===== config.mk =====
export PLATFORM = sky130hd
export DESIGN_NAME = up_counter_mod
export DESIGN_NICKNAME = d
export VERILOG_FILES = /design/src/rtl/counter_pkg.sv /design/src/rtl/tick_gen.sv /design/src/rtl/up_counter_mod.sv
export SDC_FILE = /design/constraint.sdc
export NUM_CORES = 1
export LEC_CHECK = 0
export CORE_AREA = 5 5 42 44
export CTS_CLUSTER_SIZE = 20
export DETAILED_ROUTE_END_ITERATION = 8
export DIE_AREA = 0 0 47 49
export PLACE_DENSITY_LB_ADDON = 0.1
export SLEW_MARGIN = 20
export SYNTH_ARGS = -nofsm -noshare
export SYNTH_HDL_FRONTEND = slang
export SYNTH_SLANG_ARGS = --single-unit

===== constraint.sdc =====
create_clock -name clk -period 3.9 [get_ports clk]
set_clock_uncertainty 0.2 [all_clocks]
set_input_delay 0.78 -clock clk [delete_from_list [all_inputs] [get_ports clk]]
set_output_delay 0.78 -clock clk [all_outputs]
set_load 0.005 [all_outputs]

===== src/rtl/counter_pkg.sv =====
// Shared definitions for the counter family: mode encodings, default width
// and the load-value clamp used by the up counter.
package counter_pkg;

    localparam int DEFAULT_WIDTH = 4;

    typedef enum logic {
        MODE_WRAP = 1'b0,
        MODE_SAT  = 1'b1
    } mode_e;

    // Loads beyond the count range land on the top value rather than wrapping.
    function automatic int clamp_load(input int val, input int modulus);
        return (val < modulus) ? val : modulus - 1;
    endfunction

endpackage


===== src/rtl/tick_gen.sv =====
// Prescaler: emits a one-cycle tick every PRESCALE enabled cycles.
// The phase holds while en is low and restarts on sync_clr.
module tick_gen #(
    parameter int PRESCALE = 1
) (
    input  logic clk,
    input  logic rst,
    input  logic en,
    input  logic sync_clr,
    output logic tick
);

    localparam int            PW   = (PRESCALE > 1) ? $clog2(PRESCALE) : 1;
    localparam logic [PW-1:0] LAST = PW'(PRESCALE - 1);

    logic [PW-1:0] pre;

    assign tick = en && (pre == LAST);

    always_ff @(posedge clk) begin
        if (rst || sync_clr) begin
            pre <= '0;
        end else if (tick) begin
            pre <= '0;
        end else if (en) begin
            pre <= pre + PW'(1);
        end
    end

endmodule


===== src/rtl/up_counter_mod.sv =====
// Modulo-N up counter with prescaler, clamped parallel load, synchronous clear,
// wrap/saturate modes, terminal-count pulse and sticky overflow flag.
module up_counter_mod
    import counter_pkg::*;
#(
    parameter int WIDTH    = DEFAULT_WIDTH,
    parameter int MODULUS  = 16,
    parameter int PRESCALE = 1
) (
    input  logic             clk,
    input  logic             rst,
    input  logic             en,
    input  logic             clr,
    input  logic             load,
    input  logic [WIDTH-1:0] load_val,
    input  logic             sat_mode,
    input  logic             clr_ovf,
    output logic [WIDTH-1:0] count,
    output logic             tc,
    output logic             ovf,
    output logic             at_max
);

    localparam logic [WIDTH-1:0] MAX = WIDTH'(MODULUS - 1);

    logic tick;
    logic step;
    logic sat_hit;
    logic ovf_set;

    tick_gen #(
        .PRESCALE (PRESCALE)
    ) u_tick_gen (
        .clk      (clk),
        .rst      (rst),
        .en       (en),
        .sync_clr (clr | load),
        .tick     (tick)
    );

    assign at_max = (count == MAX);
    assign step   = tick && !clr && !load;

    // sat_hit marks that saturation has already been entered, so only the
    // first tick at max in saturate mode raises ovf.
    assign ovf_set = step && at_max && ((sat_mode == MODE_WRAP) || !sat_hit);

    always_ff @(posedge clk) begin
        if (rst) begin
            count   <= '0;
            tc      <= 1'b0;
            ovf     <= 1'b0;
            sat_hit <= 1'b0;
        end else begin
            tc <= 1'b0;
            if (clr) begin
                count   <= '0;
                sat_hit <= 1'b0;
            end else if (load) begin
                count   <= WIDTH'(clamp_load(int'(load_val), MODULUS));
                sat_hit <= 1'b0;
            end else if (step) begin
                if (!at_max) begin
                    count <= count + WIDTH'(1);
                end else if (sat_mode == MODE_WRAP) begin
                    count   <= '0;
                    tc      <= 1'b1;
                    sat_hit <= 1'b0;
                end else begin
                    sat_hit <= 1'b1;
                end
            end

            if (ovf_set) begin
                ovf <= 1'b1;
            end else if (clr_ovf) begin
                ovf <= 1'b0;
            end
        end
    end

endmodule


-- Word-level counts from Yosys, hierarchy flattened
Index checks and enable logic that the tools add are counted.
- add/subtract/negate cells: 2
- equal/unequal tests: 2
- multiplexer cells: 8
- bitwise logic cells: 5
- reduce and logical (&&, ||, !) cells: 18
- operators by type and width (operator ; number):
    $mux W4 ; 4
    $logic_and A1 B1 Y1 ; 5
    $reduce_or A5 Y1 ; 1
    $add A4 B1 Y4 const B ; 1
    $eq A4 B4 Y1 const B ; 1
    $mux W1 ; 4
    $not A1 Y1 ; 4
    $reduce_and A2 Y1 ; 2
    $reduce_bool A2 Y1 ; 2
    $reduce_or A2 Y1 ; 2
    $logic_not A1 Y1 ; 3
    $ne A3 B3 Y1 const B ; 1
    $reduce_or A3 Y1 ; 1
    $logic_or A1 B1 Y1 ; 2
    $add A1 B1 Y1 const B ; 1
    $or A1 B1 Y1 ; 1
- bits in registers: 8
- input bits: 11
- output and inout port bits: 7
- logic and storage cells: 40

-- Longest topological paths before layout
- depth in word-level cells: 7
- depth in mapped cells: 5
- depth with buffers taken out: 5

-- By module
From an unflattened synthesis, not the netlist that was laid out.
- cell total of the unflattened synthesis: 47
- area total of the unflattened synthesis: 422.9 um^2
- by module, submodules not included (module ; instances ; cells an instance ; area each (um^2) ; sequential area each (um^2)):
    up_counter_mod ; 1 ; 44 ; 381.6 ; 140.1
    tick_gen ; 1 ; 3 ; 41.3 ; 20.0

-- Least setup slack after synthesis
OpenSTA, ideal clock, no wires.
- path kind: input to register
- from: input port clr
- to: register count[2]
- setup time: 0.122 ns
- arrival: 1.731 ns
- required time: 3.578 ns
- slack: 1.848 ns
- stages: 3
- path buffers: 0
- cells stage by stage: or3b_1 -> o31a_1 -> o311a_1
- longest elaborated chain between the ends: 5
- elaborated cells between the ends (all ways): 6
- classes of those cells: reduce/logical: 6
- ends and longest elaborated chain (item ; RTL line ; text):
    from (decl) ; up_counter_mod.sv:13 ; input logic clr,
    $logic_not A1 Y1 ; up_counter_mod.sv:42 ; assign step = tick && !clr && !load;
    $logic_and A1 B1 Y1 (2 in a row) ; up_counter_mod.sv:42 ;
    $reduce_bool A2 Y1 (no line) ; n/a ;
    $reduce_and A2 Y1 (no line) ; n/a ;
    to (signal assigned) ; up_counter_mod.sv:60 ; count <= WIDTH'(clamp_load(int'(load_val), MODULUS));
    to (signal assigned) ; up_counter_mod.sv:64 ; count <= count + WIDTH'(1);
    to (decl) ; up_counter_mod.sv:18 ; output logic [WIDTH-1:0] count,
Several ways; a longest one is shown, not always the timed one.
A chain may end at the register's enable or synchronous reset.

-- Worst setup path in the final report
- from: register count[0]
- to: output port at_max
- longest elaborated chain between the ends: 1
- ends and longest elaborated chain (item ; RTL line ; text):
    $eq A4 B4 Y1 ; up_counter_mod.sv:41 ; assign at_max = (count == MAX);
    to (decl) ; up_counter_mod.sv:21 ; output logic at_max
No other way between the ends.

==> qor.txt <==
Die X -> 47 um
DR vias -> 421
Max stage delay on crit path -> 0.51 ns
Num CTS Buffers -> 3
WL per Instance -> 12.0 um
synth top area cells -> dfxtp_1 (38%), nand3_1 (4.7%), nor4_1 (4.5%), or4b_4 (3.3%), ha_1 (3.0%)
number of post-CTS setup repair buffers -> 0
outcome -> finished, final reports clean
DRT antenna net count -> 0
Worst Path Arrival -> 1.67 ns
max-cap violation count -> 0
Yosys cell types -> 28
Final Core Density -> 45.0%
CTS tree -> done
Least-Margin Pin Slew -> 0.484 ns
DRT Wirelength -> 1.01 mm
Yosys top cell area share -> 38.0%
Hold Worst Slack -> 0.280 ns
slew margin rel. -> 67.3%
Synth Warn # -> 0
Buf/Inv on CP -> 2
Final Hold Viols -> 0
Filler cells -> 166
Vias/cell -> 5.01
CP Max Fanout -> 5
gr ovfl total -> 0
met3 WL post-DR -> 109 um
largest net degree at the start of global routing -> 13
Post-CTS Hold Fix Bufs -> 0
met1 WL -> 476 um
number of remaining DRC errors -> 0
RePlAce Congestion -> 0.684
DR pass1 iterations -> 4
die height -> 49 um
clk slew on worst S/H paths -> 0.05 ns
commonest non-fill, non-tap cells in the layout -> clkdlybuf4s50_1 (17), dfxtp_1 (8), nand3_1 (4)
Port Buffers -> 17
highest metal used -> met4
die area -> 2300 um^2
fin crit share -> 67.9%
# resized after CTS -> 0
Min-Delay Path Class -> register to register
Power per Cell Area -> 281 nW/um^2
Initial DRC Count -> 5
Mapped Cells -> 49
element type at the critical path start -> register
Final min period -> 2.65 ns
Max Slew Vio Count -> 0
Seq/Total Area, Yosys -> 38.0%
maximum clock path buffer count -> 2
H-Tree Depth -> 1
setup violation total in the final timing report -> 0
leakage power -> 0.226 nW
number of global-route vias before repair -> 365
met2 WL post-DR -> 419 um
# clock sinks -> 8
layout cell share with drive strength beyond 1 -> 7.35%
CTS Root Cell -> clkbuf_4
sequential cell area -> 160 um^2
most common cell after layout, fill and taps aside -> clkdlybuf4s50_1
top cell type by total area after synthesis -> dfxtp_1
CP top delay family -> buffers and inverters
Post-DP HPWL -> 796 um
Multi-input gate area -> 246 um^2
Synth Register Bits -> 8
crit-path cells -> ha_1 > nand3_1 > inv_1 > clkdlybuf4s50_1
Crit. End Element -> output pin
mapped cell area -> 422 um^2
Syn Area/Cell -> 8.61 um^2
VDD IR max -> 0.000121 V
total negative slack -> 0 ns
FMAX -> 378 MHz
Rows -> 14
unrepaired setup endpoints after global routing -> false
# diodes -> 0
syn nets -> 61
first-pass GRT wire length -> 1.57 mm
Starting Density -> 30.1%
Layout area overhead -> 49.6%
initial antenna violation count -> 0
core area -> 1400 um^2
final net count -> 82
CP max stage cell -> clkdlybuf4s50_1
Clock Latency Late Sink -> 0.25 ns
Crit Path Class -> register to output pin
gr usage total -> 9.44%
WP data required -> 2.92 ns
IO Count -> 18
## cell usage after synthesis (all sizes together)
| master | instances |
|---|---|
| nand3 | 4 |
| a31oi | 1 |
| or4b | 1 |
| o21ai | 2 |
| o21a | 1 |
| and4 | 1 |
| nor2 | 3 |
| nor4 | 3 |
| o31a | 1 |
| nor2b | 2 |
| o221ai | 1 |
| nand2b | 2 |
| o311a | 1 |
| nor3 | 1 |
| clkbuf | 1 |
| nor4b | 1 |
| or3 | 2 |
| ha | 1 |
| nand2 | 2 |
| a32oi | 1 |
| inv | 3 |
| or3b | 1 |
| a21oi | 1 |
| o22ai | 1 |
| xor2 | 1 |
| nor3b | 1 |
| or2 | 1 |
| dfxtp | 8 |
## metal layers
layer	vias up	global-route usage [%]
li1	227	-
met1	176	12.7
met2	16	12.2
met3	2	5.90
met4	0	2.76
met5	-	0
## final timing paths
kind         startpoint  endpoint  slack, ns  cells past startpoint
max            count[0]    at_max       1.25                      4
min             sat_hit   sat_hit       0.28                      2
min reg2reg     sat_hit   sat_hit       0.28                      2
max reg2reg    count[0]  count[2]       2.21                      4
## flip-flops by register name (all words and copies together), names as in the netlist
register        cells
count               4
ovf                 1
sat_hit             1
tc                  1
u_tick_gen.pre      1
## per-stage QoR
stage / instances / total power, mW / instance area [um^2] / setup slack, ns
2_1_floorplan: 49 / 0.0987 / 422 / 1.85
3_3_place_gp: 81 / 0.116 / 608 / 1.22
3_5_place_dp: 81 / 0.116 / 608 / 1.20
4_1_cts: 84 / 0.179 / 631 / 1.26
5_1_grt: 84 / 0.190 / 631 / 1.15
6_report: 84 / 0.177 / 631 / 1.25
## final cells by class
class,count,area share [%]
Sequential cell,8,25.4
Clock buffer,3,3.57
Tap cell,16,3.17
Timing Repair Buffer,17,27.0
Inverter,3,1.79
Multi-Input combinational cell,37,39.1
## cell families after synthesis
group / count (synthesis) / share of synthesized area, %
buffers and inverters: 4 / 3.56
adders and majority gates: 1 / 2.97
AOI/OAI and AO/OA: 10 / 16.9
and+or+nand+nor: 25 / 36.5
xor gates and xnor gates: 1 / 2.08
DFF: 8 / 38.0
## report_power, final
part / leakage (nW) / switching [mW] / internal [mW]
Combinational: 0.147 / 0.0103 / 0.0180
Sequential: 0.0649 / 0.00246 / 0.0837
Clock: 0.0138 / 0.0275 / 0.0352
## worst min-delay path, cell delays in order (launching register included)
cell	delay [ns]
dfxtp_1	0.31
o21ai_0	0.06
a21oi_1	0.06
Note: power is estimated with default switching activity, not from simulation.
